## config.mk

```make
export PLATFORM = sky130hd
export DESIGN_NAME = data_qsync_hl_send_pacer
export DESIGN_NICKNAME = d
export VERILOG_FILES = /design/src/rtl/data_qsync_hl_send_pacer.sv
export SDC_FILE = /design/constraint.sdc
export NUM_CORES = 1
export LEC_CHECK = 0
export CAP_MARGIN = 10
export CORE_MARGIN = 5
export CORE_UTILIZATION = 40
export DETAILED_ROUTE_END_ITERATION = 8
export GPL_TIMING_DRIVEN = 0
export HOLD_SLACK_MARGIN = 0.05
export PLACE_DENSITY = 0.65
export SLEW_MARGIN = 20
export SYNTH_ARGS = -nofsm -noshare
export SYNTH_HDL_FRONTEND = slang
export SYNTH_SLANG_ARGS = --single-unit
```

## constraint.sdc

```tcl
create_clock -name clk_s -period 6.6 [get_ports clk_s]
set_clock_uncertainty 0.1 [all_clocks]
set_input_delay 1.32 -clock clk_s [delete_from_list [all_inputs] [get_ports clk_s]]
set_output_delay 1.32 -clock clk_s [all_outputs]
set_load 0.01 [all_outputs]
```

## src/rtl/data_qsync_hl_send_pacer.sv

```systemverilog
// Source-side pacer for a high-to-low quasi-synchronous synchronizer: a small FIFO drained
// by single-cycle send_s pulses spaced at least clk_ratio cycles apart, data_s held between sends.
module data_qsync_hl_send_pacer #(
    parameter int width     = 8,
    parameter int clk_ratio = 2,
    parameter int depth     = 4
) (
    input  logic                     clk_s,
    input  logic                     rst_s,
    input  logic                     init_s,
    input  logic                     push_valid,
    input  logic [width-1:0]         push_data,
    output logic                     push_ready,
    output logic                     send_s,
    output logic [width-1:0]         data_s,
    output logic [$clog2(depth):0]   level,
    output logic                     busy
);
    localparam int PTR_W = $clog2(depth);
    localparam int LVL_W = PTR_W + 1;
    localparam int CNT_W = $clog2(clk_ratio);
    localparam logic [LVL_W-1:0] LEVEL_FULL = LVL_W'(depth);
    localparam logic [CNT_W-1:0] CNT_RELOAD = CNT_W'(clk_ratio - 1);

    logic [width-1:0] mem [depth];
    logic [PTR_W-1:0] wr_ptr;
    logic [PTR_W-1:0] rd_ptr;
    logic [CNT_W-1:0] cnt;
    logic             clr;
    logic             wr_en;
    logic             fire;

    assign clr        = rst_s | init_s;
    assign push_ready = (level != LEVEL_FULL);
    assign wr_en      = push_valid && push_ready;
    assign fire       = (level != '0) && (cnt == '0);
    assign busy       = (level != '0) || (cnt != '0);

    // Storage is never cleared; pointers and level alone decide which entries are live.
    always_ff @(posedge clk_s) begin
        if (wr_en && !clr) begin
            mem[wr_ptr] <= push_data;
        end
    end

    always_ff @(posedge clk_s) begin
        if (clr) begin
            wr_ptr <= '0;
            rd_ptr <= '0;
            level  <= '0;
            cnt    <= '0;
            send_s <= 1'b0;
            data_s <= '0;
        end else begin
            if (wr_en) begin
                wr_ptr <= wr_ptr + PTR_W'(1);
            end
            if (fire) begin
                rd_ptr <= rd_ptr + PTR_W'(1);
                send_s <= 1'b1;
                data_s <= mem[rd_ptr];
                cnt    <= CNT_RELOAD;
            end else begin
                send_s <= 1'b0;
                if (cnt != '0) begin
                    cnt <= cnt - CNT_W'(1);
                end
            end
            case ({wr_en, fire})
                2'b10:   level <= level + LVL_W'(1);
                2'b01:   level <= level - LVL_W'(1);
                default: ;
            endcase
        end
    end
endmodule
```

## Yosys cells after proc, flatten, opt, wreduce, memory -nomap -nowiden

Memories as Yosys holds them, arrays and structs flattened. A register that Yosys moved wholly into a read port is not among the register bits.
Index checks and enable logic that the tools add are counted.

| operators by class | value |
|---|---|
| add/sub/neg operators | 5 |
| multiply operators | 0 |
| divide/modulo/power cells | 0 |
| $lt $le $gt $ge | 0 |
| equality and inequality tests | 3 |
| shifts and indexed selects | 0 |
| mux-type cells | 6 |
| bitwise operators | 2 |
| reductions and logical operators | 7 |

Operator list:

| cell | count |
|---|---|
| case mux 3 bit (2 select lines) | 1 |
| two-way mux 1 bit | 5 |
| adder 2 x 1 -> 2 bit (second input constant) | 2 |
| adder 3 x 1 -> 3 bit (second input constant) | 1 |
| logical AND 1 bit | 3 |
| != test 3 bit (second input constant) | 1 |
| nonzero test 3 bit | 1 |
| subtractor 3 x 1 -> 3 bit (second input constant) | 1 |
| == test 2 x 1 -> 1 bit (second input constant) | 1 |
| == test 2 bit (second input constant) | 1 |
| nonzero test 2 bit | 1 |
| logical NOT 1 bit | 1 |
| logical OR 1 bit | 1 |
| NOT 1 bit | 1 |
| OR 1 bit | 1 |
| subtractor 1 bit (second input constant) | 1 |

| word-level totals | value |
|---|---|
| register bits | 9 |
| bits in latches | 0 |
| memory bits (writable) | 32 |
| memory bits (read-only) | 0 |
| input bits | 12 |
| output and inout port bits | 14 |
| word-level logic and storage cells | 29 |
| memories | 1 |

Memories:

| memory | depth | width | rd ports | clocked after Yosys merged registers in | wr ports | RTL line | source |
|---|---|---|---|---|---|---|---|
| mem | 4 | 8 | 1 | 1 | 1 | 25 | `logic [width-1:0] mem [depth];` |

## Longest topological paths before layout

Gate-level depths: netlist (run 1).

| logic depth | value |
|---|---|
| depth after elaboration | 5 |
| depth in mapped cells | 10 |
| depth with buffers taken out | 9 |

## Worst setup path after synthesis (run 1)

Ideal clock, no wire load.

| timing path | value |
|---|---|
| path type | input -> register |
| start point | in push_valid |
| end point | reg level[2] |
| setup time | 0.071 ns |
| arrival | 2.635 ns |
| required time | 6.429 ns |
| setup slack | 3.794 ns |
| stages | 8 |
| path buffers | 0 |
| cell sequence | and2_4 -> inv_1 -> ha_1 -> inv_1 -> fa_1 -> xor2_1 -> or3_1 -> a21oi_1 |

| between the ends | value |
|---|---|
| longest elaborated chain between the ends | 3 |
| elaborated cells on any way between the ends | 5 |
| those cells by class | eq/ne (2); mux (1); reduce/logical (2) |

RTL lines:

| what | RTL line | source |
|---|---|---|
| start, declared | 11 | `input logic push_valid,` |
| logical AND 1 bit (*) | 35 | `assign wr_en = push_valid && push_ready;` |
| == test 2 x 1 -> 1 bit or == test 2 bit (tied branches) | 69 | `case ({wr_en, fire})` |
| case mux 3 bit (2 select lines) or nonzero test 2 bit (tied branches) | n/a |  |
| end signal, assigned | 70 | `2'b10: level <= level + LVL_W'(1);` |
| end signal, assigned | 71 | `2'b01: level <= level - LVL_W'(1);` |
| end, declared | 16 | `output logic [$clog2(depth):0] level,` |

Every way passes the cells marked *; elsewhere a longest branch is shown, timed or not.
A chain may end at the register's enable or synchronous reset.

## Final worst setup path (run 1)

| timing path | value |
|---|---|
| start point | reg level[2] |
| end point | out push_ready |

| between the ends | value |
|---|---|
| longest elaborated chain between the ends | 1 |

RTL lines:

| what | RTL line | source |
|---|---|---|
| != test 3 bit | 34 | `assign push_ready = (level != LEVEL_FULL);` |
| end, declared | 13 | `output logic push_ready,` |

No other way between the ends.

==> results of run 1 <==
-- worst reg2reg max path: cells and delay by family, from the launching register on --
kind                     cells  cell delay [ns]
AND/OR/NAND/NOR              3             0.93
adder cells (fa/ha/maj)      2             0.67
flip-flops                   1             0.43
XOR/XNOR                     1             0.16
AO/OA/AOI/OAI                1             0.15
buffers and inverters        1             0.07
-- per-layer routing --
layer / global-route usage, % / wire [µm]
met3: 3.61 / 136
met2: 21.3 / 1740
met1: 13.2 / 1440
met5: 0 / 0
met4: 6.42 / 71
-- area by class of cell --
| cell class | instances | area share (%) |
|---|---|---|
| plain buffers | 6 | 1.29 |
| clock buffers | 5 | 2.85 |
| clock inverters | 3 | 2.85 |
| inverters | 7 | 1.19 |
| multi-input cells | 63 | 25.0 |
| flip-flops and latches | 48 | 53.0 |
| well taps | 67 | 3.47 |
| repair buffers | 25 | 10.4 |
-- kinds of logic after synthesis --
group | share of synthesized area, %
AOI/OAI and AO/OA | 6.82
xor gates and xnor gates | 0.900
adders and majority gates | 4.24
buffers and inverters | 3.09
DFF | 65.9
muxes | 10.8
and+or+nand+nor | 8.30
-- flip-flops by register name, summed over array words and instances (netlist names) --
register	flops
rd_ptr	2
mem	32
wr_ptr	2
data_s	8
level	3
send_s	1
-- power groups by stage --
stage / sequential (µW) / clock, µW / combinational, µW
global placement: 338 / 0 / 63.2
global route: 332 / 270 / 73.2
floorplan: 340 / 0 / 35.9
CTS: 331 / 257 / 66.4
finish: 331 / 253 / 65.9
detailed placement: 338 / 0 / 65.7
-- worst min path at each step --
stage	to	cells past startpoint	slack, ns
6_report	data_s[0]	2	0.37
5_1_grt	data_s[5]	2	0.39
4_1_cts	data_s[0]	2	0.37
3_5_place_dp	data_s[0]	2	0.36
3_3_place_gp	data_s[5]	2	0.35
2_1_floorplan	data_s[0]	2	0.39
-- placed cells by master, fill, tap and decap left out, types with 2 or more instances in the layout --
cell type | Yosys | routed
and3_1 | 4 | 4
clkbuf_8 | 0 | 5
a21oi_1 | 6 | 6
clkbuf_1 | 3 | 3
xor2_1 | 2 | 2
a21o_1 | 2 | 2
o2bb2ai_1 | 8 | 8
nand3_1 | 2 | 2
ha_1 | 5 | 5
dfxtp_1 | 16 | 16
clkdlybuf4s50_1 | 0 | 25
edfxtp_1 | 32 | 32
bufinv_16 | 0 | 2
mux4_1 | 8 | 8
o21ai_0 | 2 | 2
inv_1 | 6 | 6
nor2_1 | 5 | 5
nand2_1 | 8 | 8
-- per-stage QoR --
stage / total power (µW) / setup WS, ns
after floorplan: 376 / 3.79
after global placement: 401 / 3.23
after detailed placement: 404 / 3.14
after CTS: 655 / 3.44
after global routing: 676 / 3.33
final: 650 / 3.45
==> metrics, run 1 <==
I/O Buffers 25; CP max FO 6; Worst Reg-to-Reg Cells 8; total track usage 12.2%; DR WL/cell 15.1 µm; vias in the first global route 1207; switching pwr 138 µW; die footprint 6360 µm²; sequential fraction of the synthesis area 65.9%; starting density of the core 41.2%; clock-pin slew on the worst setup and hold paths 0.09 ns; top-count cell post-synth edfxtp_1; initial antenna violation count 0; area of the multi-input gates 604 µm²; CP Cell Sequence or3b_1 > buf_2 > clkdlybuf4s50_1; diode count 0; dpl cells 216; Worst Hold Launch data_s[0]; Least-Margin Pin Slew 0.606 ns; status complete, no violations; routability cong. 0.681; #FFs+latches synth 48; worst setup path endpoint push_ready; combinational power share 10.1%; CP Buf/Inv Count 2; WHS 0.367 ns; router iterations before antenna repair 6; Mapped Avg Cell Area 15.7 µm²; CTS H-Tree Depth 2; fin nets 174; Post-CTS Hold Fix Bufs 0; Post-synth EDFFs 32; Top FF cell, synth edfxtp_1; Post-route DRC 0; post-route cell area 2420 µm²; grt total ovfl 0; Worst EP required 5.18 ns; reg2reg end level[2]; core box area 4720 µm²; fillcell total 394; Worst Hold Class reg2reg; CP max stage cell clkdlybuf4s50_1; Mapped Area 1950 µm²; PwrDens 269 nW/µm²; Netlist cell types 30; # resized after CTS 0; post-route minimum period 3.15 ns; Setup TNS 0 ns; Clock power frac 38.9%; Non-Filler Instances 224; RSZ-0062 raised after global routing false; Max-cap violations 0; Finished Core Util 51.2%; die width 79.7 µm; dpl cell area 2280 µm²; f_max 318 MHz; io pins 26; Crit path largest cell delay 0.49 ns; Cell Int Power 512 µW; post-route ant nets 0; crit end category primary output; Crit path depth 3; share of cells above drive strength 1 9.55%; clk_lat worst skew 0.30 ns; first-pass GRT wire length 5660 µm; leakage 0.000809 µW; Max VDD drop 0.000137 V; CTS tree done; net count after synthesis 142; TritonCTS buffer count 5; R2R setup slack 4.03 ns; asr flop ratio synth 0%; Worst Setup Start Kind flop; CP top delay family buffers and inverters; Routed Wire Length 3390 µm; Slew headroom 59.5%; Synth area leaders edfxtp_1, dfxtp_1, mux4_1; Slew Viols, Final 0; clk sinks 48; top-area cell type share of the netlist area 49.4%; critical path class reg2out; reg2reg start level[0]; most instantiated cells after synthesis edfxtp_1, dfxtp_1, mux4_1, nand2_1, o2bb2ai_1; yosys warns 0; # rows 25; largest net degree at the start of global routing 17; # setup viols final 0; total setup buffers inserted after CTS 0; CP Data Arrival Time 1.73 ns; detailed placement HPWL 2380 µm; Final Hold Viols 0; Area Growth Syn to Fin 24.2%; Reg power frac 51.0%; fin crit share 47.7%; Yosys top cell by area edfxtp_1; area occupied by registers 1280 µm²; Mapped Cells 124; Sw Ratio 21.2%; drt initial violations 90; Die Span Y 79.7 µm; vias per cell 4.96; via count 1111; crit path launch level[2]; clock root buffer clkbuf_8; Longest Clk Path Bufs 2
Note: power is estimated with default switching activity, not from simulation.
==> run 2, diff against run 1 <==
==> constraint.sdc (replaced) <==
create_clock -name clk_s -period 3.3 [get_ports clk_s]
set_clock_uncertainty 0.1 [all_clocks]
set_input_delay 0.66 -clock clk_s [delete_from_list [all_inputs] [get_ports clk_s]]
set_output_delay 0.66 -clock clk_s [all_outputs]
set_load 0.01 [all_outputs]
==> results of run 2 <==
Same layout as run 1 (identical final DEF). Status: complete, no violations.
Among the figures that moved: setup slack after placement 3.14 ns -> 0.500 ns; setup slack after layout 3.45 ns -> 0.731 ns; start point of the critical path level[2] -> level[0]; end point of the critical path push_ready -> level[2]; register-to-register setup slack 4.03 ns -> 0.73 ns; total power 650 µW -> 1300 µW; worst IR drop on VDD 0.000137 V -> 0.000274 V
